--- config.mk ---
export PLATFORM = sky130hd
export DESIGN_NAME = scan_chain_target_flat
export DESIGN_NICKNAME = d
export VERILOG_FILES = /design/src/rtl/scan_pkg.sv /design/src/rtl/scan_chain_target_if.sv /design/src/rtl/scan_shadow_reg.sv /design/src/rtl/scan_chain_target.sv /design/src/flat_wrapper.sv
export SDC_FILE = /design/constraint.sdc
export NUM_CORES = 1
export LEC_CHECK = 0
export ABC_AREA = 1
export BUFFER_PORTS_ARGS = -buffer_cell sky130_fd_sc_hd__buf_2
export CORE_MARGIN = 5
export CORE_UTILIZATION = 50
export DETAILED_ROUTE_END_ITERATION = 10
export GPL_TIMING_DRIVEN = 1
export PLACE_DENSITY = 0.81
export SETUP_SLACK_MARGIN = 0.1
export SYNTH_ARGS = -nofsm -noshare
export SYNTH_HDL_FRONTEND = slang
export SYNTH_SLANG_ARGS = --single-unit
--- constraint.sdc ---
create_clock -name aclk -period 9.09 [get_ports aclk]
set_input_delay 1.818 -clock aclk [delete_from_list [all_inputs] [get_ports aclk]]
set_output_delay 1.818 -clock aclk [all_outputs]
set_load 0.005 [all_outputs]
--- src/rtl/scan_pkg.sv ---
// Shared definitions for the scan chain target.
//   scan_state_e : FSM state encoding (IDLE / SHIFT / UPDATE)
//   scan_cnt_w   : width of the shifted-bit counter for a given chain length
//   parity_of    : even-parity helper over a zero-extended vector
// Optional build macro SCAN_PARITY_EN adds one parity bit to the chain, so the
// counter must also hold CHAIN_LEN+1 plus a saturation value.
package scan_pkg;

  typedef enum logic [1:0] {
    ST_IDLE   = 2'd0,
    ST_SHIFT  = 2'd1,
    ST_UPDATE = 2'd2
  } scan_state_e;

  localparam int PAR_W = 4097;

  function automatic int scan_cnt_w(input int chain_len);
`ifdef SCAN_PARITY_EN
    return $clog2(chain_len + 3);
`else
    return $clog2(chain_len + 2);
`endif
  endfunction

  function automatic logic parity_of(input logic [PAR_W-1:0] v);
    return ^v;
  endfunction

endpackage

--- src/rtl/scan_chain_target_if.sv ---
// Serial scan link between the scan controller (master) and a target (slave).
//   scan_enable    : session active (level), driven by controller
//   scan_ck_enable : one-cycle shift strobe, driven by controller
//   scan_input     : serial data controller -> target
//   scan_output    : serial data target -> controller
interface scan_chain_target_if;
  logic scan_enable;
  logic scan_ck_enable;
  logic scan_input;
  logic scan_output;

  modport master (
    output scan_enable, scan_ck_enable, scan_input,
    input  scan_output
  );

  modport slave (
    input  scan_enable, scan_ck_enable, scan_input,
    output scan_output
  );
endinterface

--- src/rtl/scan_shadow_reg.sv ---
// Parallel-load / serial-shift shadow register.
//   aclk, aresetn : clock, asynchronous active-high reset (clears to 0)
//   load          : capture load_data (has priority over shift)
//   shift         : shift right by one, serial_in entering at the MSB
//   serial_out    : bit 0 of the register
//   par_out       : full register contents
module scan_shadow_reg #(
  parameter int WIDTH = 8
) (
  input  logic             aclk,
  input  logic             aresetn,
  input  logic             load,
  input  logic             shift,
  input  logic             serial_in,
  input  logic [WIDTH-1:0] load_data,
  output logic             serial_out,
  output logic [WIDTH-1:0] par_out
);

  always_ff @(posedge aclk or posedge aresetn) begin
    if (aresetn) begin
      par_out <= '0;
    end else if (load) begin
      par_out <= load_data;
    end else if (shift) begin
      // written as a shifted concatenation so WIDTH=1 needs no special case
      par_out <= WIDTH'({serial_in, par_out} >> 1);
    end
  end

  assign serial_out = par_out[0];

endmodule

--- src/rtl/scan_chain_target.sv ---
// Responder end of the scan chain: captures func_state_in into a shadow
// register, shifts it out LSB-first while shifting new data in, and on a
// correctly sized session writes the received image to func_state_out with a
// one-cycle func_load pulse.
//   aclk, aresetn    : clock, asynchronous active-high reset
//   scan             : scan link (slave modport)
//   func_state_in    : live functional state to capture
//   func_state_out   : restored state image (registered)
//   func_load        : one-cycle load pulse for the functional block
//   func_hold        : freeze functional logic while a session is active
//   bit_count        : strobes seen this session (saturating, held in IDLE)
//   len_err          : sticky, last session length was wrong
//   parity_err       : (SCAN_PARITY_EN only) sticky, received parity wrong
//   busy             : FSM not idle
// Build macro SCAN_PARITY_EN appends an even-parity bit above the MSB.
//
// state     | meaning
// ----------+----------------------------------------------------------
// ST_IDLE   | waiting for scan_enable; strobes ignored
// ST_SHIFT  | session active, shifting on each strobe, functional hold
// ST_UPDATE | one cycle: func_load pulse after a valid session
module scan_chain_target
  import scan_pkg::*;
#(
  parameter int CHAIN_LEN = 64,
  parameter int CNT_W     = scan_cnt_w(CHAIN_LEN)
) (
  input  logic                 aclk,
  input  logic                 aresetn,
  scan_chain_target_if.slave   scan,
  input  logic [CHAIN_LEN-1:0] func_state_in,
  output logic [CHAIN_LEN-1:0] func_state_out,
  output logic                 func_load,
  output logic                 func_hold,
  output logic [CNT_W-1:0]     bit_count,
  output logic                 len_err,
`ifdef SCAN_PARITY_EN
  output logic                 parity_err,
`endif
  output logic                 busy
);

`ifdef SCAN_PARITY_EN
  localparam int SH_W = CHAIN_LEN + 1;
`else
  localparam int SH_W = CHAIN_LEN;
`endif

  localparam logic [CNT_W-1:0] CNT_MAX = '1;
  localparam logic [CNT_W-1:0] EXP_LEN = CNT_W'(SH_W);

  scan_state_e state, state_nx;

  logic            capture;
  logic            shift;
  logic            session_end;
  logic            len_ok;
  logic            img_ok;
  logic            accept;
  logic [SH_W-1:0] cap_data;
  logic [SH_W-1:0] shadow_q;
  logic [SH_W-1:0] shadow_nx;
  logic [CNT_W-1:0] cnt_nx;

`ifdef SCAN_PARITY_EN
  assign cap_data = {parity_of(PAR_W'(func_state_in)), func_state_in};
  // data plus its even-parity bit must XOR to zero
  assign img_ok   = ~parity_of(PAR_W'(shadow_nx));
`else
  assign cap_data = func_state_in;
  assign img_ok   = 1'b1;
`endif

  assign capture     = (state == ST_IDLE) && scan.scan_enable;
  assign shift       = (state == ST_SHIFT) && scan.scan_ck_enable;
  assign session_end = (state == ST_SHIFT) && !scan.scan_enable;

  // A strobe coinciding with scan_enable falling is counted and shifted
  // before the length check, so both use the post-shift view.
  assign cnt_nx    = (shift && (bit_count != CNT_MAX)) ? bit_count + 1'b1 : bit_count;
  assign shadow_nx = shift ? SH_W'({scan.scan_input, shadow_q} >> 1) : shadow_q;
  assign len_ok    = (cnt_nx == EXP_LEN);
  assign accept    = len_ok && img_ok;

  scan_shadow_reg #(.WIDTH(SH_W)) u_shadow (
    .aclk      (aclk),
    .aresetn   (aresetn),
    .load      (capture),
    .shift     (shift),
    .serial_in (scan.scan_input),
    .load_data (cap_data),
    .serial_out(scan.scan_output),
    .par_out   (shadow_q)
  );

  always_ff @(posedge aclk or posedge aresetn) begin
    if (aresetn) state <= ST_IDLE;
    else         state <= state_nx;
  end

  always_comb begin
    state_nx = state;
    case (state)
      ST_IDLE:   if (scan.scan_enable) state_nx = ST_SHIFT;
      ST_SHIFT:  if (!scan.scan_enable) state_nx = accept ? ST_UPDATE : ST_IDLE;
      ST_UPDATE: state_nx = ST_IDLE;
      default:   state_nx = ST_IDLE;
    endcase
  end

  always_ff @(posedge aclk or posedge aresetn) begin
    if (aresetn) begin
      bit_count      <= '0;
      len_err        <= 1'b0;
      func_state_out <= '0;
`ifdef SCAN_PARITY_EN
      parity_err     <= 1'b0;
`endif
    end else begin
      bit_count <= capture ? '0 : cnt_nx;
      if (session_end) begin
        len_err <= !len_ok;
`ifdef SCAN_PARITY_EN
        if (len_ok) parity_err <= !img_ok;
`endif
        if (accept) func_state_out <= shadow_nx[CHAIN_LEN-1:0];
      end
    end
  end

  assign func_load = (state == ST_UPDATE);
  assign func_hold = (state != ST_IDLE);
  assign busy      = (state != ST_IDLE);

endmodule

--- src/flat_wrapper.sv ---
// flat-port wrapper written by rule: the top's interface ports become plain ports
module scan_chain_target_flat import scan_pkg::*;
#(
  parameter int CHAIN_LEN = 64,
  parameter int CNT_W     = scan_cnt_w(CHAIN_LEN)
)
  (aclk, aresetn, func_state_in, func_state_out, func_load, func_hold, bit_count, len_err, busy, scan_scan_enable, scan_scan_ck_enable, scan_scan_input, scan_scan_output);
  scan_chain_target_if scan_i ();
  input  logic aclk;
  input  logic aresetn;
  input  logic [CHAIN_LEN-1:0] func_state_in;
  output logic [CHAIN_LEN-1:0] func_state_out;
  output logic func_load;
  output logic func_hold;
  output logic [CNT_W-1:0] bit_count;
  output logic len_err;
  output logic busy;
  input wire logic [$bits(scan_i.scan_enable)-1:0] scan_scan_enable;
  input wire logic [$bits(scan_i.scan_ck_enable)-1:0] scan_scan_ck_enable;
  input wire logic [$bits(scan_i.scan_input)-1:0] scan_scan_input;
  output wire logic [$bits(scan_i.scan_output)-1:0] scan_scan_output;
  assign scan_i.scan_enable = scan_scan_enable;
  assign scan_i.scan_ck_enable = scan_scan_ck_enable;
  assign scan_i.scan_input = scan_scan_input;
  assign scan_scan_output = scan_i.scan_output;
  scan_chain_target #(.CHAIN_LEN(CHAIN_LEN), .CNT_W(CNT_W)) u_core (.aclk(aclk), .aresetn(aresetn), .scan(scan_i), .func_state_in(func_state_in), .func_state_out(func_state_out), .func_load(func_load), .func_hold(func_hold), .bit_count(bit_count), .len_err(len_err), .busy(busy));
endmodule
# Word level (Yosys, flattened, before mapping)
# Index checks and enable logic that the tools add are counted.
# totals
register_bits,138
inputBits,69
out_inout_bits,76
elab_cells,30
# classes
add_sub_neg,1
n_eq_ne,6
muxes,8
reduce_logical,10
# ops
operator,n
two-way mux 64 bit,2
two-way mux 7 bit,2
adder 7 x 1 -> 7 bit (second input constant),1
== test 7 bit (second input constant),1
!= test 7 bit (second input constant),1
two-way mux 2 bit,3
logical AND 1 bit,4
!= test 2 bit (second input constant),2
case mux 2 bit (2 select lines),1
AND reduction 2 bit,2
== test 2 x 1 -> 1 bit (second input constant),1
== test 2 bit (second input constant),1
zero test 1 bit,2
zero test 2 bit,1
nonzero test 2 bit,1

# Logic depth before layout (Yosys ltp)
# Gate-level depths: netlist (run 1).
# depth
ltp_word,8
mapped_depth,14
ltp_nobuf,12

# Modules after synthesis
# Synthesis (run 1) repeated with hierarchy kept, for this count alone.
# hier_totals
cells_unflattened,918
area_unflattened_um2,6936.7
# modules_own_cells
module,n_inst,cells_each,area_each_um2,seq_area_each_um2
scan_chain_target,1,568,3977.6,1851.8
scan_shadow_reg,1,350,2959.1,1601.5

# Worst setup path before layout (run 1)
# No wires, ideal clock.
# synth_path
path_type,input to register
start,input port scan_scan_ck_enable
end,register u_core.func_state_out[47]
setup_ns,0.117
arrival_ns,2.862
required_ns,8.973
setup_slack_ns,6.111
path_stages,11
n_path_buf,2
cell_sequence,nand3_1 > inv_2 > nand3_1 > nand2_2 > nand2_1 > nor2_2 > nand3_1 > buf_4 > buf_6 > nand2_1 > nand2_1
# synth_between
elab_chain_len,5
word_cells_on_any_way,6
cone_classes,eq/ne: 1; mux: 2; reduce/logical: 3
# synth_rtl
item,line,source
"start, declared",flat_wrapper.sv:19,input wire logic [$bits(scan_i.scan_ck_enable)-1:0] scan_scan_ck_enable;
logical AND 1 bit (*),scan_chain_target.sv:75,assign shift = (state == ST_SHIFT) && scan.scan_ck_enable;
logical AND 1 bit,scan_chain_target.sv:80,assign cnt_nx = (shift && (bit_count != CNT_MAX)) ? bit_count + 1'b1 : bit_count;
two-way mux 7 bit,scan_chain_target.sv:80,
== test 7 bit,scan_chain_target.sv:82,assign len_ok = (cnt_nx == EXP_LEN);
AND reduction 2 bit (no line),n/a,
"end signal, assigned",scan_chain_target.sv:126,if (accept) func_state_out <= shadow_nx[CHAIN_LEN-1:0];
"end, declared",scan_chain_target.sv:32,"output logic [CHAIN_LEN-1:0] func_state_out,"
# Every way passes the cells marked *; elsewhere a longest branch is shown, timed or not.
# A chain may end at the register's enable or synchronous reset.

# Final worst setup path (run 1)
# layout_path
start,input port scan_scan_ck_enable
end,register u_core.func_state_out[28]
# Same word-level chain as after synthesis.

==> impl_metrics.csv, run 1 <==
group,metric,value,unit
power,p_leak,4.39,nW
timing,fin_worst_skew,0.0140,ns
placement,gp_congestion,0.780,
worst_setup_path,reg2reg_slack,5.70,ns
worst_setup_path,crit_fanout,67,
clock_network,post_cts_buffers,0,
drt,drc,0,
finish,drive_gt1_share,21.5,%
timing,hold_viol,0,
logic_synthesis,syn_nets,877,
outcome,status,"finished clean",
grt,grt_pass1_wl,24900,um
logic_synthesis,synth_area_leaders,"dfrtp_1 55%, nand2_1 23%, nand3_1 5.9%",
placement,dp.final_hpwl,9710,um
worst_setup_path,critPathSlowestCell,"buf_4",
timing,slew_headroom,47.2,%
placement,portBuffers,144,
drt,drtAntennaViolNets,0,
logic_synthesis,avgSynthCellArea,7.84,sq um
grt,grt_overflow_total,0,
power,powerDensity,200,mW/mm^2
finish,final_util,61.1,%
finish,diodes,0,
finish,stdcell_area,0.00765,sq mm
logic_synthesis,synth_warnings,0,
min_path,hold_start,"u_core.func_state_out[47]$_DFFE_PP0P_",
drt,drt_first_pass_iters,7,
clock_network,h-tree-depth,4,
clock_network,cts_buffers,17,
timing,setup_tns,0,ns
clock_network,ctsRootBufferMaster,"clkbuf_16",
clock_network,ctsResizeCount,0,
timing,min_period,4.44,ns
finish,nNetsFinal,999,
die,start_util,50.5,%
power,power,1.53,mW
logic_synthesis,synth_top_area_share,54.6,%
die,die_area,0.0150,sq mm
timing,grt_setup_unrepaired,"no",
clock_network,cts.clk_slew.worst_paths,0.06,ns
clock_network,cts_buffer_depth,2,
timing,post-route-period-util,48.9,%
logic_synthesis,ys.flop_type,"dfrtp_1",
drt,wl_per_cell,13.4,um
clock_network,cts_tree,"done",
grt,antenna_found_initial,0,
clock_network,worst_skew_pair.late_latency,0.43,ns
logic_synthesis,synth_edf_count,0,
min_path,hold_path.class,"flop to flop",
logic_synthesis,netlist_instances,807,
job,maxCapViolCount,0,
worst_setup_path,worstPathCellList,"buf_2, nand3_2, buf_4, inv_2, buf_4, nand2_4, nand2_1, nand2_1, nand2_1, nor2_4, buf_4, nand3_2, buf_4, nand2_1, nand2_1",
worst_setup_path,critPathKind,"input port to flop",
timing,maxSlewViolCount,0,
grt,track_usage,21.2,%
worst_setup_path,cp-start-kind,"input port",
worst_setup_path,slowest_delay,0.55,ns
worst_setup_path,timing.rr.start,"u_core.state[1]$_DFFE_PP0P_",
worst_setup_path,cp.required,9.41,ns
timing,setup_viol,0,
die,num_rows,41,
worst_setup_path,rr_worst_depth,14,
logic_synthesis,synth_area_leader_cell,"dfrtp_1",
power,vdd_drop_max,0.000189,V
worst_setup_path,crit_top_cell,"nand2_1",
logic_synthesis,ys_seq_area_share,54.6,%
min_path,min_path_cells,2,
clock_network,cts.sink_count,138,
die,die_height,122,um
die,core-area,0.0125,sq mm
drt,viasPerCell,4.93,
grt,grt_pass1_vias,5268,
finish,syn2layout_area_growth,20.9,%
worst_setup_path,arrival,4.76,ns
drt,vias,5487,
timing,max_freq,0.225,GHz
die,die_x,122,um
drt,drtIter0Drc,442,
worst_setup_path,crit_path_end_kind,"flop",
grt,grt_max_degree,90,
placement,placed_area,0.00706,sq mm
min_path,min_to,"u_core.func_state_out[47]$_DFFE_PP0P_",
logic_synthesis,postSynthRegisterBits,138,
logic_synthesis,yosys.cell_types.count,23,
logic_synthesis,synth_area,0.00632,sq mm
die,io_pins,145,
worst_setup_path,r2r-end,"u_core.func_state_out[28]$_DFFE_PP0P_",
drt,wl,14900,um
logic_synthesis,synthArstFlopShare,100,%
clock_network,ctsHoldBuffers,0,
worst_setup_path,crit_path_start,"scan_scan_ck_enable",
timing,tightest_slew,0.792,ns
finish,fillers,1173,
==> worst max-delay path by stage <==
stage	to	slack (ns)	cells past startpoint
6_report	u_core.func_state_out[28]$_DFFE_PP0P_	4.65	15
5_1_grt	u_core.func_state_out[20]$_DFFE_PP0P_	4.37	15
4_1_cts	u_core.func_state_out[28]$_DFFE_PP0P_	4.64	15
3_5_place_dp	u_core.func_state_out[28]$_DFFE_PP0P_	4.21	15
3_3_place_gp	u_core.func_state_out[8]$_DFFE_PP0P_	4.33	15
2_1_floorplan	u_core.bit_count[0]$_DFF_PP0_	3.58	1
==> placed cells by master (no fill, tap or decap), drive strengths merged <==
cell and instances:
clkinv 4, or2 1, nor2 37, clkinvlp 5, nand3 75, dfrtp 138, inv 43, bufinv 2
clkbuf 20, buf 152, a21oi 2, ha 1, xnor2 1, nand2 394, nand4 1, o21ai 49
a31oi 16
==> cell type report <==
type | count | area (sq um) | share of cell area (%)
inverters | 43 | 166 | 2.18
well taps | 172 | 215 | 2.81
multi-input cells | 577 | 2450 | 32.0
repair buffers | 152 | 781 | 10.2
clock inverters | 11 | 121 | 1.59
clock buffers | 20 | 467 | 6.10
flip-flops and latches | 138 | 3450 | 45.1
==> synthesized netlist by cell type (all sizes together) (2+ instances only) <==
cell type  number
inv            43
clkbuf         19
a31oi          16
nand2         394
nor2           37
o21ai          49
a21oi           2
dfrtp         138
nand3          75
buf            30
==> where the power goes <==
group / switching (mW) / internal [mW]
registers: 0.0212 / 0.658
clock network: 0.257 / 0.422
logic: 0.118 / 0.0545
==> metal layers <==
layer  wire length (um)  global-route usage (%)  up-vias
met4                153                    5.74        0
met5                  0                       0        -
met1               6740                    27.7     2539
li1                   -                       -     2766
met2               7170                    34.7      169
met3                863                    6.18       13
==> through the flow <==
stage	setup WS, ns	hold WS, ns	instances
3_5_place_dp	4.21	0.454	1082
6_report	4.65	0.461	1113
5_1_grt	4.37	0.481	1113
3_3_place_gp	4.33	0.451	1082
2_1_floorplan	3.58	0.442	807
4_1_cts	4.64	0.466	1113
==> cells by family (layout without fill, tap and decap cells) <==
kind of cell / after synthesis / after routing / share of synthesized area (%)
flops: 138 / 138 / 54.6
fa+ha+maj: 1 / 1 / 0.198
simple gates: 508 / 508 / 32.3
buf+inv: 92 / 226 / 7.08
compound gates: 67 / 67 / 5.68
xor+xnor: 1 / 1 / 0.139
==> critical path: cells and delay by family <==
family	cells	cell delay, ns
AND/OR/NAND/NOR	9	0.91
buffers and inverters	6	1.94
==> state kept, by name, summed over array words and instances (netlist names) <==
name and flops:
u_core.bit_count 7, u_core.func_state_out 64, u_core.len_err 1, u_core.state 2
u_core.u_shadow.par_out 64
Note: power is estimated with default switching activity, not from simulation.
==> inputs of run 2 (changes only) <==
==> constraint.sdc (replaced) <==
create_clock -name aclk -period 4.6 [get_ports aclk]
set_input_delay 0.92 -clock aclk [delete_from_list [all_inputs] [get_ports aclk]]
set_output_delay 0.92 -clock aclk [all_outputs]
set_load 0.005 [all_outputs]
==> impl_metrics.csv, run 2 (same netlist as run 1, synthesis figures left out) <==
group,metric,value,unit
outcome,status,"finished clean",
placement,placed_area,0.00709,sq mm
placement,portBuffers,144,
placement,dp.final_hpwl,9610,um
timing,tightest_slew,0.740,ns
finish,diodes,0,
power,p_leak,4.42,nW
worst_setup_path,arrival,3.13,ns
finish,final_common_cell,"nand2_1",
timing,grt_setup_unrepaired,"no",
grt,grt_pass1_wl,25500,um
finish,stdcell_area,0.00769,sq mm
timing,post-route-period-util,60.6,%
clock_network,ctsHoldBuffers,0,
clock_network,cts_buffers,17,
timing,setup_tns,0,ns
drt,wl,14900,um
clock_network,ctsResizeCount,0,
placement,gp_congestion,0.818,
clock_network,cts.clk_slew.worst_paths,0.05,ns
timing,slew_headroom,50.5,%
clock_network,h-tree-depth,4,
die,num_rows,41,
power,vdd_drop_max,0.000220,V
drt,viasPerCell,4.97,
drt,drt_first_pass_iters,5,
timing,maxSlewViolCount,0,
worst_setup_path,crit_fanout,65,
finish,drive_gt1_share,21.2,%
clock_network,post_cts_buffers,0,
clock_network,cts_buffer_depth,2,
die,die_height,122,um
grt,grt_max_degree,139,
placement,dp.cells,1082,
min_path,hold_path.class,"flop to flop",
drt,wl_per_cell,13.4,um
die,start_util,50.5,%
clock_network,ctsRootBufferMaster,"clkbuf_16",
die,core-area,0.0125,sq mm
timing,hold_viol,0,
grt,track_usage,21.5,%
drt,drc,0,
worst_setup_path,cp.required,4.95,ns
die,io_pins,145,
timing,min_period,2.79,ns
drt,drtIter0Drc,431,
drt,vias,5533,
worst_setup_path,cp-start-kind,"input port",
clock_network,cts.sink_count,138,
grt,grt_overflow_total,0,
finish,top_regs,"u_core.func_state_out: 64 flops, u_core.u_shadow.par_out: 64 flops, u_core.bit_count: 7 flops",
finish,instances_no_fill,1114,
finish,syn2layout_area_growth,21.6,%
die,die_x,122,um
timing,fin_worst_skew,0.00653,ns
grt,antenna_found_initial,0,
finish,nNetsFinal,999,
drt,drtAntennaViolNets,0,
grt,grt_pass1_vias,5416,
timing,max_freq,0.359,GHz
power,powerDensity,399,mW/mm^2
finish,fillers,1162,
worst_setup_path,crit_path_end_kind,"flop",
job,maxCapViolCount,0,
clock_network,cts_tree,"done",
worst_setup_path,critPathKind,"input port to flop",
timing,setup_viol,0,
finish,layout_common_cells,"388 x nand2_1, 144 x buf_2, 138 x dfrtp_1",
die,die_area,0.0150,sq mm
clock_network,worst_skew_pair.late_latency,0.42,ns
[run 2: cell count changes in the layout (fill, tap and decap cells not counted), moves of 2 or more]
cell	previous run	this run
buf_12	0	2
buf_4	8	6
clkbuf_1	0	3
clkinv_2	3	5
clkinvlp_4	5	1
[run 2: critical path, cell delays in order]
cell,delay (ns)
buf_2,0.08
nand3_2,0.08
inv_2,0.13
buf_4,0.52
nand3_1,0.14
nand2_1,0.11
nand2_1,0.09
nor2_4,0.10
buf_4,0.54
nand3_1,0.18
nand2_1,0.12
[run 2: routing by layer]
| layer | share of wire (%) | track usage [%] |
|---|---|---|
| met1 | 45 | 28.7 |
| met2 | 47 | 33.9 |
| met3 | 5.8 | 4.93 |
| met4 | 2.3 | 9.31 |
| met5 | 0 | 0 |
[run 2: area by class of cell]
| class | instances | area, sq um | area share (%) |
|---|---|---|---|
| flip-flops and latches | 138 | 3450 | 44.9 |
| multi-input cells | 577 | 2450 | 31.8 |
| repair buffers | 152 | 806 | 10.5 |
| clock buffers | 24 | 492 | 6.39 |
| well taps | 172 | 215 | 2.80 |
| inverters | 43 | 165 | 2.15 |
| clock inverters | 8 | 115 | 1.50 |
[run 2: report_power, final]
group          switching, mW  internal (mW)
clock network          0.482          0.905
registers             0.0401           1.30
logic                  0.234          0.109
total                  0.757           2.31
[run 2: path summary, 6_finish.rpt]
| check | startpoint | to | slack (ns) | cells past startpoint |
|---|---|---|---|---|
| hold / removal | u_core.func_state_out[52]$_DFFE_PP0P_ | u_core.func_state_out[52]$_DFFE_PP0P_ | 0.46 | 2 |
| hold reg to reg | u_core.func_state_out[52]$_DFFE_PP0P_ | u_core.func_state_out[52]$_DFFE_PP0P_ | 0.46 | 2 |
| max in group asynchronous | aresetn | u_core.func_state_out[25]$_DFFE_PP0P_ | 3.33 | 3 |
| setup reg to reg | u_core.state[1]$_DFFE_PP0P_ | u_core.func_state_out[18]$_DFFE_PP0P_ | 1.94 | 11 |
| setup / recovery | scan_scan_ck_enable | u_core.func_state_out[18]$_DFFE_PP0P_ | 1.81 | 11 |
| min in group asynchronous | aresetn | u_core.func_state_out[48]$_DFFE_PP0P_ | 0.70 | 3 |
[run 2: through the flow]
step | worst slack [ns] | total power [mW] | utilization (%) | hold WS [ns]
after floorplan | 1.96 | 1.62 | - | 0.442
after global placement | 1.57 | 1.69 | 56.6 | 0.449
after detailed placement | 1.49 | 1.71 | 56.6 | 0.453
after CTS | 1.87 | 3.10 | 61.5 | 0.467
after global routing | 1.70 | 3.23 | 61.5 | 0.478
final | 1.81 | 3.07 | 61.5 | 0.461
==> inputs of run 3 (changes only) <==
==> constraint.sdc (replaced) <==
create_clock -name aclk -period 2.85 [get_ports aclk]
set_input_delay 0.57 -clock aclk [delete_from_list [all_inputs] [get_ports aclk]]
set_output_delay 0.57 -clock aclk [all_outputs]
set_load 0.005 [all_outputs]
==> impl_metrics.csv, run 3 (same netlist as run 1, synthesis figures left out) <==
group,metric,value,unit
outcome,status,"finished clean",
worst_setup_path,rr_worst_depth,12,
power,p_leak,4.46,nW
drt,wl_per_cell,13.2,um
drt,drtAntennaViolNets,0,
finish,final_common_cell,"nand2_1",
power,seq_power_share,41.8,%
min_path,hold_path.class,"input port to flop",
worst_setup_path,crit_fanout,64,
power,internal-power,3.93,mW
timing,min_period,2.42,ns
die,num_rows,41,
timing,fin_worst_skew,0.00668,ns
die,die_area,0.0150,sq mm
power,p_sw,1.25,mW
clock_network,cts.clk_slew.worst_paths,0.06,ns
clock_network,cts_buffers,17,
timing,max_freq,0.414,GHz
drt,drt_first_pass_iters,5,
power,power_frac_comb,10.7,%
timing,tightest_slew,0.733,ns
clock_network,post_cts_buffers,0,
finish,top_regs,"u_core.func_state_out: 64 flops, u_core.u_shadow.par_out: 64 flops, u_core.bit_count: 7 flops",
timing,layout_setup_ws,0.434,ns
grt,track_usage,20.9,%
power,netSwitchingFraction,24.1,%
worst_setup_path,critPathKind,"flop to flop",
drt,drtIter0Drc,402,
finish,fillers,1118,
die,core-area,0.0125,sq mm
drt,drc,0,
power,vdd_drop_max,0.000311,V
placement,portBuffers,144,
clock_network,ctsResizeCount,0,
min_path,min_path_cells,3,
timing,hold_viol,0,
clock_network,ctsHoldBuffers,0,
min_path,min_to,"u_core.u_shadow.par_out[13]$_DFF_PP0_",
power,clkPwrFrac,47.5,%
placement,gp_congestion,0.810,
timing,maxSlewViolCount,0,
drt,viasPerCell,4.92,
drt,wl,14700,um
timing,slew_headroom,51.0,%
finish,diodes,0,
finish,nNetsFinal,1001,
finish,layout_common_cells,"388 x nand2_1, 144 x buf_2, 138 x dfrtp_1",
timing,setup_viol,0,
die,start_util,50.5,%
min_path,hold_start,"func_state_in[13]",
worst_setup_path,cp-start-kind,"flop",
worst_setup_path,r2r-end,"u_core.func_state_out[52]$_DFFE_PP0P_",
clock_network,ctsRootBufferMaster,"clkbuf_16",
placement,dp.final_hpwl,9710,um
timing,grt_setup_unrepaired,"no",
worst_setup_path,crit_path_end_kind,"flop",
clock_network,h-tree-depth,4,
clock_network,cts_tree,"done",
worst_setup_path,timing.rr.start,"u_core.bit_count[0]$_DFF_PP0_",
grt,grt_max_degree,139,
power,powerDensity,665,mW/mm^2
clock_network,cts.sink_count,138,
clock_network,cts_buffer_depth,2,
grt,grt_overflow_total,0,
timing,post-route-period-util,84.8,%
drt,vias,5487,
grt,grt_pass1_vias,5337,
worst_setup_path,cp.required,3.20,ns
worst_setup_path,reg2reg_slack,0.43,ns
job,maxCapViolCount,0,
die,die_x,122,um
worst_setup_path,arrival,2.76,ns
timing,setup_tns,0,ns
finish,drive_gt1_share,21.7,%
placement,preCtsSetupSlack,0.475,ns
clock_network,worst_skew_pair.late_latency,0.41,ns
grt,antenna_found_initial,0,
grt,grt_pass1_wl,25000,um
finish,syn2layout_area_growth,23.0,%
die,die_height,122,um
die,io_pins,145,
==> run 3: changes by cell type in the layout (fill, tap and decap cells not counted) <==
cell,previous run,this run
bufinv_16,3,6
clkbuf_1,3,0
clkbuf_8,4,1
clkinvlp_4,1,3
buf_12,2,3
buf_4,6,7
clkinv_2,5,6
==> run 3: worst max-delay path by stage <==
stage,start,end,cells after the start
2_1_floorplan,aresetn,u_core.bit_count[0]$_DFF_PP0_,1
3_3_place_gp,scan_scan_ck_enable,u_core.func_state_out[48]$_DFFE_PP0P_,10
3_5_place_dp,u_core.bit_count[0]$_DFF_PP0_,u_core.func_state_out[47]$_DFFE_PP0P_,12
4_1_cts,u_core.bit_count[0]$_DFF_PP0_,u_core.func_state_out[47]$_DFFE_PP0P_,12
5_1_grt,u_core.bit_count[0]$_DFF_PP0_,u_core.func_state_out[52]$_DFFE_PP0P_,12
6_report,u_core.bit_count[0]$_DFF_PP0_,u_core.func_state_out[52]$_DFFE_PP0P_,12
==> run 3: metrics by stage <==
step,hold WS (ns),cell area (sq um),std cells,power (mW),utilization [%]
after floorplan,0.442,6330,807,2.61,-
after global placement,0.449,7110,1084,2.74,56.8
after detailed placement,0.453,7110,1084,2.75,56.8
after CTS,0.336,7780,1116,5.22,62.1
after global routing,0.345,7780,1116,5.41,62.1
final,0.353,7780,1116,5.17,62.1
==> run 3: per-layer routing <==
metal  part of all wire [%]  routed length [um]  vias up  track usage [%]
met3                    5.3                 784       23             4.65
met5                      0                   0        -                0
li1                       -                   -     2781                -
met2                     48                7100      141             34.5
met4                    1.8                 268        0             7.84
met1                     45                6560     2542             27.1
==> run 3: worst max-delay path, stage by stage (launching register included) <==
cell,delay [ns]
dfrtp_1,0.46
ha_1,0.26
nand2_2,0.08
nor2_4,0.11
nand2_2,0.11
nand2_4,0.11
nand2_2,0.05
nand2_2,0.06
nand2_1,0.09
nor2_4,0.13
buf_4,0.55
nand3_1,0.18
nand2_1,0.10
==> run 3: cell type report <==
type                       count  area (sq um)  share of cell area [%]
clock buffer                  18           439                    5.65
clock inverter                14           225                    2.90
inverter                      43           165                    2.12
multi-input combinational    577          2450                    31.5
sequential                   138          3450                    44.4
tap                          172           215                    2.77
timing repair buffer         154           833                    10.7
==> run 3: power groups by stage <==
stage          sequential (mW)  clock [mW]  combinational, mW
4_1_cts                   2.16        2.50              0.562
3_5_place_dp              2.19           0              0.558
3_3_place_gp              2.19           0              0.549
2_1_floorplan             2.18           0              0.424
6_report                  2.16        2.46              0.555
5_1_grt                   2.18        2.59              0.642
